`config.mk`:
```
export PLATFORM = sky130hd
export DESIGN_NAME = stopwatch_ctrl_flat
export DESIGN_NICKNAME = d
export VERILOG_FILES = /design/src/rtl/stopwatch_ctrl_if.sv /design/src/rtl/stopwatch_ctrl.sv /design/src/flat_wrapper.sv
export SDC_FILE = /design/constraint.sdc
export NUM_CORES = 1
export LEC_CHECK = 0
export BUFFER_PORTS_ARGS = -buffer_cell sky130_fd_sc_hd__buf_2
export CAP_MARGIN = 20
export CORE_MARGIN = 2
export CORE_UTILIZATION = 53
export DETAILED_ROUTE_END_ITERATION = 8
export PLACE_DENSITY = 0.7
export RECOVER_POWER = 100
export SLEW_MARGIN = 25
export SYNTH_ARGS = -nofsm -noshare
export SYNTH_HDL_FRONTEND = slang
export SYNTH_SLANG_ARGS = --single-unit
```
`constraint.sdc`:
```
create_clock -name clk -period 3.2 [get_ports clk]
set_clock_uncertainty 0.15 [all_clocks]
set_input_delay 0.8 -clock clk [delete_from_list [all_inputs] [get_ports clk]]
set_output_delay 0.8 -clock clk [all_outputs]
set_load 0.05 [all_outputs]
```
`src/rtl/stopwatch_ctrl_if.sv`:
```
// Stopwatch controller bundle: raw buttons in,
// run/tick/scan/clear/hold/state out.
interface stopwatch_ctrl_if;
  logic       btn_start;
  logic       btn_lap;
  logic       run_en;
  logic       tick_100;
  logic       scan_tick;
  logic       clr;
  logic       lap_hold;
  logic [1:0] state;

  modport master (
    input  btn_start, btn_lap,
    output run_en, tick_100, scan_tick,
    output clr, lap_hold, state
  );

  modport slave (
    output btn_start, btn_lap,
    input  run_en, tick_100, scan_tick,
    input  clr, lap_hold, state
  );
endinterface

```
`src/rtl/stopwatch_ctrl.sv`:
```
// Stopwatch sequencer: button sync/edge detect,
// IDLE/RUN/PAUSE/LAP FSM, count and scan prescalers.
module stopwatch_ctrl #(
  parameter int TICK_DIV = 500000,
  parameter int SCAN_DIV = 50000
) (
  input logic clk,
  input logic reset,
  stopwatch_ctrl_if.master sw
);
  localparam int TW = $clog2(TICK_DIV);
  localparam int SW = $clog2(SCAN_DIV);

  typedef enum logic [1:0] {
    IDLE  = 2'b00,
    RUN   = 2'b01,
    PAUSE = 2'b10,
    LAP   = 2'b11
  } state_t;

  // bit 0 = start, bit 1 = lap
  logic [1:0] sync1, sync2, prev;
  logic [1:0] press;
  logic       start_p, lap_p;

  state_t     st, nxt;
  logic       clr_d, tzero;
  logic       running, adv, tick;
  logic       run_q, hold_q, clr_q;

  logic [TW-1:0] tcnt;
  logic [SW-1:0] scnt;
  logic          scan_hit;

  // two-flop synchroniser plus previous-level register
  always_ff @(posedge clk) begin
    if (reset) begin
      sync1 <= '0;
      sync2 <= '0;
      prev  <= '0;
    end else begin
      sync1 <= {sw.btn_lap, sw.btn_start};
      sync2 <= sync1;
      prev  <= sync2;
    end
  end

  assign press   = sync2 & ~prev;
  assign start_p = press[0];
  assign lap_p   = press[1] & ~press[0];

  // next state; start outranks lap on a tie
  always_comb begin
    nxt   = st;
    clr_d = 1'b0;
    tzero = 1'b0;
    unique case (st)
      IDLE: begin
        if (start_p) begin
          nxt   = RUN;
          tzero = 1'b1;
        end
      end
      RUN: begin
        if (start_p)    nxt = PAUSE;
        else if (lap_p) nxt = LAP;
      end
      LAP: begin
        if (start_p)    nxt = PAUSE;
        else if (lap_p) nxt = RUN;
      end
      PAUSE: begin
        if (start_p) begin
          nxt = RUN;
        end else if (lap_p) begin
          nxt   = IDLE;
          clr_d = 1'b1;
          tzero = 1'b1;
        end
      end
      default: nxt = IDLE;
    endcase
  end

  // prescaler only advances when staying in a running state,
  // so the leaving cycle neither ticks nor loses its count
  assign running = (st == RUN) || (st == LAP);
  assign adv     = running && ((nxt == RUN) || (nxt == LAP));
  assign tick    = adv && (tcnt == TW'(TICK_DIV - 1));

  // state and registered control outputs
  always_ff @(posedge clk) begin
    if (reset) begin
      st     <= IDLE;
      run_q  <= 1'b0;
      hold_q <= 1'b0;
      clr_q  <= 1'b0;
    end else begin
      st     <= nxt;
      run_q  <= (nxt == RUN) || (nxt == LAP);
      hold_q <= (nxt == LAP);
      clr_q  <= clr_d;
    end
  end

  // centisecond prescaler, held through PAUSE
  always_ff @(posedge clk) begin
    if (reset)      tcnt <= '0;
    else if (tzero) tcnt <= '0;
    else if (adv)   tcnt <= tick ? '0 : tcnt + TW'(1);
  end

  assign scan_hit = (scnt == SW'(SCAN_DIV - 1));

  // free-running digit scan prescaler
  always_ff @(posedge clk) begin
    if (reset) scnt <= '0;
    else       scnt <= scan_hit ? '0 : scnt + SW'(1);
  end

  assign sw.state     = st;
  assign sw.run_en    = run_q;
  assign sw.lap_hold  = hold_q;
  assign sw.clr       = clr_q;
  assign sw.tick_100  = tick;
  assign sw.scan_tick = scan_hit;
endmodule
```
`src/flat_wrapper.sv`:
```
// flat-port wrapper written by rule: the top's interface ports become plain ports
module stopwatch_ctrl_flat 
#(
  parameter int TICK_DIV = 500000,
  parameter int SCAN_DIV = 50000
)
  (clk, reset, sw_btn_start, sw_btn_lap, sw_run_en, sw_tick_100, sw_scan_tick, sw_clr, sw_lap_hold, sw_state);
  stopwatch_ctrl_if sw_i ();
  input logic clk;
  input logic reset;
  input wire logic [$bits(sw_i.btn_start)-1:0] sw_btn_start;
  input wire logic [$bits(sw_i.btn_lap)-1:0] sw_btn_lap;
  output wire logic [$bits(sw_i.run_en)-1:0] sw_run_en;
  output wire logic [$bits(sw_i.tick_100)-1:0] sw_tick_100;
  output wire logic [$bits(sw_i.scan_tick)-1:0] sw_scan_tick;
  output wire logic [$bits(sw_i.clr)-1:0] sw_clr;
  output wire logic [$bits(sw_i.lap_hold)-1:0] sw_lap_hold;
  output wire logic [$bits(sw_i.state)-1:0] sw_state;
  assign sw_i.btn_start = sw_btn_start;
  assign sw_i.btn_lap = sw_btn_lap;
  assign sw_run_en = sw_i.run_en;
  assign sw_tick_100 = sw_i.tick_100;
  assign sw_scan_tick = sw_i.scan_tick;
  assign sw_clr = sw_i.clr;
  assign sw_lap_hold = sw_i.lap_hold;
  assign sw_state = sw_i.state;
  stopwatch_ctrl #(.TICK_DIV(TICK_DIV), .SCAN_DIV(SCAN_DIV)) u_core (.clk(clk), .reset(reset), .sw(sw_i));
endmodule
```
== Word-level counts from Yosys, hierarchy flattened ==
Index checks and enable logic that the tools add are counted.

* Flip-flop bits (word level): 46
* Bits of input ports: 4
* Output and inout port bits: 7

* $add $sub $neg: 2
* Equal/unequal tests: 7
* Mux-type cells: 13
* Bitwise logic cells: 5
* Reductions and logical operators: 8

{| class="wikitable"
|+ Operator list
! kind !! count
|-
| adder 19 x 1 -> 19 bit (second input constant) || 1
|-
| == test 19 bit (second input constant) || 1
|-
| 2-to-1 mux 19 bit || 1
|-
| adder 16 x 1 -> 16 bit (second input constant) || 1
|-
| == test 16 bit (second input constant) || 1
|-
| 2-to-1 mux 2 bit || 7
|-
| case mux 2 bit (4 select lines) || 1
|-
| == test 2 bit (second input constant) || 3
|-
| OR reduction 2 bit || 3
|-
| == test 2 x 1 -> 1 bit (second input constant) || 2
|-
| 2-to-1 mux 1 bit || 3
|-
| AND 2 bit || 1
|-
| logical AND 1 bit || 2
|-
| zero test 2 bit || 1
|-
| logical OR 1 bit || 2
|-
| NOT 1 bit || 2
|-
| NOT 2 bit || 1
|-
| case mux 1 bit (2 select lines) || 1
|-
| AND 1 bit || 1
|}

== Depth between registers and ports, before layout ==
* Depth after elaboration: 12
* Mapped depth: 7
* Gate-level depth less buffers: 5

== Worst setup path after synthesis ==
No wires, ideal clock.

* Path kind: register -> output
* Start: reg u_core.scnt[10]
* End: out sw_scan_tick
* Data arrival time: 1.974 ns
* Data required time: 2.250 ns
* Path slack: 0.276 ns
* Stages on the path, launching flop included: 3
* Buffers on the path: 0
* Path through: dfxtp_1 or4b_2 nor4_2

* Word-level cells in the longest chain between the ends: 1

{| class="wikitable"
|+ RTL lines
! item !! line !! RTL
|-
| start, declared || stopwatch_ctrl.sv:32 || <nowiki>logic [SW-1:0] scnt;</nowiki>
|-
| start signal, assigned || stopwatch_ctrl.sv:118 || <nowiki>else scnt <= scan_hit ? '0 : scnt + SW'(1);</nowiki>
|-
| == test 16 bit || stopwatch_ctrl.sv:113 || <nowiki>assign scan_hit = (scnt == SW'(SCAN_DIV - 1));</nowiki>
|-
| end, declared || flat_wrapper.sv:15 || <nowiki>output wire logic [$bits(sw_i.scan_tick)-1:0] sw_scan_tick;</nowiki>
|}

No other way between the ends.

== Worst setup path in the final report ==
Ends and elaborated chain as after synthesis.

==> results summary <==
The switching part of the total power came out at 0.221. The number of global-route vias before repair is approximately 1500. The worst-skew pair later-pin latency is just under 0.3 ns. The number of violations of the max-capacitance limit is 0.

The global-route wire length before repair is around 7000 um. The core footprint is ~0.0040 mm^2. The cell leakage power came out at between 0.6 and 0.7 nW. The x dimension of the die came out at between 60 and 70 um.

The sequential share of the synthesized area came out at 0.420. The worst vdd rail ir drop came out at roughly 0.00036 V. The count of boundary I/O pins came out at 11. The number of gates resized after cts came out at 0. The count of placed standard cells in the final layout, fillers left out is approximately 290. The number of buffers inserted by port buffering is 10. The placed instances occupy a cell area of roughly 0.0022 mm^2. After detailed routing, the number of vias per cell comes to ~5.9. The clock period could shrink to 2.87 ns.

The number of clock sinks came out at 46. For this design, the CTS-stage hold fixing added 0 buffers. The post-synthesis cell area is about 0.0022 mm^2. The number of DRC violations after detailed-routing iteration 0 came out at 93.

The post-synthesis instance total came out at ~230. The share of total power dissipated in the clock network is 0.362. The worst-path maximum fanout is 6. The minimum hold slack is 0.307 ns. The total global routing overflow is 0. After legalization and detailed placement, the total HPWL measured 2650 um. The number of nets handed over by synthesis was approximately 240. The clock input transition at the sequential cells of the worst setup and hold paths came out at around 0.080 ns. The synthesis-stage register bit count is 46.

Traced cell by cell, the critical path runs through or4b_2 -> nor4_2 -> clkbuf_2. After layout, the design draws a total of around 980 uW. For this run, design rule violations remaining after detail routing come to 0. The run finished with clean final reports.

In the global route stage, overall resource usage came out at 0.194. The level count of the clock H-tree came out at 2. TritonCTS built the clock tree.

The count of distinct cell types in the synthesized netlist came out at 47. The synthesized area divided by synthesized cell count came out at ~9.5 um^2. The largest area contributor in the netlist is dfxtp_1. The number of nets with antenna violations after routing came out at 0. The clock buffer count from CTS is 5. The count of placed standard cells including taps is between 200 and 300.

Ranked by instance count, the synthesized netlist is headed by 46 x dfxtp_1, 21 x nor2_1, 17 x xnor2_1. The cell with the most instances after synthesis is dfxtp_1. Setup repair after global routing left no endpoint under its margin. The overall routed net length came out at between 4000 and 5000 um. The critical path arrival came out at around 1.9 ns.

The final count of negative-setup-slack endpoints came out at 0. Routability-driven placement finished with a final weighted congestion of between 0.7 and 0.8. The worst setup path is launched from a register. The share of total power dissipated in sequential elements is 0.598. The maximum achievable frequency is 348 MHz. The share of synthesized registers carrying an async set or reset came out at 0. The die height is 68.4 um.

The worst slack after detailed placement is 0.657 ns. The portion of the clock cycle consumed by the worst path in the final layout came out at 0.897. The number of vias in the routed layout is approximately 1700. The detailed-routing iteration count for the pre-antenna-repair pass is 4. The transition time at the pin with the least slew margin is 1.39 ns. The cell with the biggest individual delay on the critical path is or4b_2. In the post-synthesis netlist, the biggest area contributors are dfxtp_1 42%, xnor2_1 6.8%, nor4_1 3.7%. The number of warnings reported in the yosys synthesis log is 0. The final core utilization is 0.564. In this run, synthesis inferred 0 flip-flops with an integrated enable. In the final design database the tool counted 243 nets. The number of antenna violations at the first check in global routing is 0. Summed over all nets, the switching power comes to between 200 and 250 uW. The max-slew violation count is 0. The post-CTS setup buffer count is 0.

The signed area change from the synthesized netlist to the final layout is 2.74%. By startpoint and endpoint, the worst setup path is classified as reg -> out. STA classifies the critical path endpoint as an output port. The final setup TNS came out at 0 ns.

The count of final hold-check violations came out at 0. The largest stage delay on the critical path came out at 0.70 ns. The internal portion of the total power is 766 uW.

For this run, the leading register cell type out of synthesis is dfxtp_1. The maximum number of pins on one net before global-route repair is 33. The min-delay analysis places its worst path in the category reg -> reg. The die outline area is 0.00467 mm^2. The buffer depth of the longest clock path is 2. 0 antenna diodes ended up in the layout.

The power per unit of standard cell area is 436 mW/mm^2. Summing all non-filler instances in the final layout gives an area of approximately 0.0023 mm^2. The worst endpoint required time is approximately 2.3 ns.

The number of placement rows came out at 23. The proportion of power drawn by combinational gates is 0.040. The routed wirelength normalized by instance count came out at approximately 14 um. The area share of the largest cell type after synthesis came out at 0.420. The share of layout cells above drive strength 1 came out at 0.0966. The worst path setup slack after routing is between 0.3 and 0.4 ns. The root buffer selected by CTS is clkbuf_8. The starting utilization of the core area came out at 0.549. Headroom to the max-slew limit came out at 0.0716.
[layer usage]
metal / vias up / routed length [um] / GRT usage
li1: 869 / - / -
met1: 797 / 2110 / 0.282
met2: 22 / 1780 / 0.291
met3: 2 / 121 / 0.0395
met4: 0 / 19 / 0.0500
met5: - / 0 / 0
[path summary, 6_finish.rpt]
path                                   endpoint       startpoint  cells after the start  slack (ns)
worst max-delay path               sw_scan_tick  u_core.scnt[10]                      3        0.33
worst min-delay path            u_core.sync2[0]  u_core.sync1[0]                      1        0.31
worst max register to register  u_core.tcnt[17]   u_core.prev[1]                      5        0.66
worst min register to register  u_core.sync2[0]  u_core.sync1[0]                      1        0.31
[critical path: cells and delay by family (launching register included)]
family        cells  cell delay (ns)
simple gates      2             0.95
flops             1             0.36
buf+inv           1             0.32
[cell families (layout without fill, tap and decap cells)]
logic type      Yosys count  after routing  share of synthesized area
xor+xnor                 22             22                     0.0878
buf+inv                  19             26                     0.0587
flops                    46             46                      0.420
simple gates            113            113                      0.302
fa+ha+maj                 2              2                     0.0114
compound gates           29             29                      0.121
[flip-flops by register name (all words and copies together), names as in the netlist]
| register | count |
|---|---|
| u_core.sw.lap_hold | 1 |
| u_core.sync2 | 2 |
| u_core.tcnt | 19 |
| u_core.prev | 2 |
| u_core.sync1 | 2 |
| u_core.sw.run_en | 1 |
| u_core.scnt | 16 |
| u_core.sw.state | 2 |
| u_core.sw.clr | 1 |
[cell type report]
cell class              instances  area (um^2)
well taps                      50         62.6
repair buffers                 12         53.8
flip-flops and latches         46          921
fillers                       371         1750
multi-input cells             166         1100
clock inverters                 1         5.00
inverters                       6         22.5
clock buffers                   7         86.3
[cell usage in the layout, fill, tap and decap left out, drive strengths merged]
cell | Yosys | layout
or3 | 2 | 2
or4 | 9 | 9
nor4b | 1 | 1
nand2 | 14 | 14
or2b | 1 | 1
a211oi | 2 | 2
nor3 | 7 | 7
or4b | 1 | 1
or2 | 1 | 1
nand4 | 8 | 8
nand3 | 14 | 14
o2111ai | 2 | 2
and3 | 2 | 2
o31ai | 9 | 9
xnor2 | 17 | 17
and4 | 2 | 2
nor2b | 7 | 7
dfxtp | 46 | 46
inv | 6 | 6
and4b | 1 | 1
a21oi | 4 | 4
or4bb | 2 | 2
ha | 2 | 2
clkinv | 0 | 1
buf | 8 | 3
a2111oi | 10 | 10
nor4 | 14 | 14
and2 | 2 | 2
xor2 | 5 | 5
clkbuf | 5 | 16
nand2b | 3 | 3
nor2 | 21 | 21
o21ai | 2 | 2
or3b | 1 | 1
[power by group through the flow]
stage               combinational (mW)  sequential [mW]  clock, mW
floorplan                       0.0327            0.605          0
global placement                0.0424            0.602          0
detailed placement              0.0427            0.602          0
CTS                             0.0430            0.588      0.366
global route                    0.0445            0.590      0.390
finish                          0.0392            0.588      0.356
No activity file was read; power rests on OpenSTA's default activity.
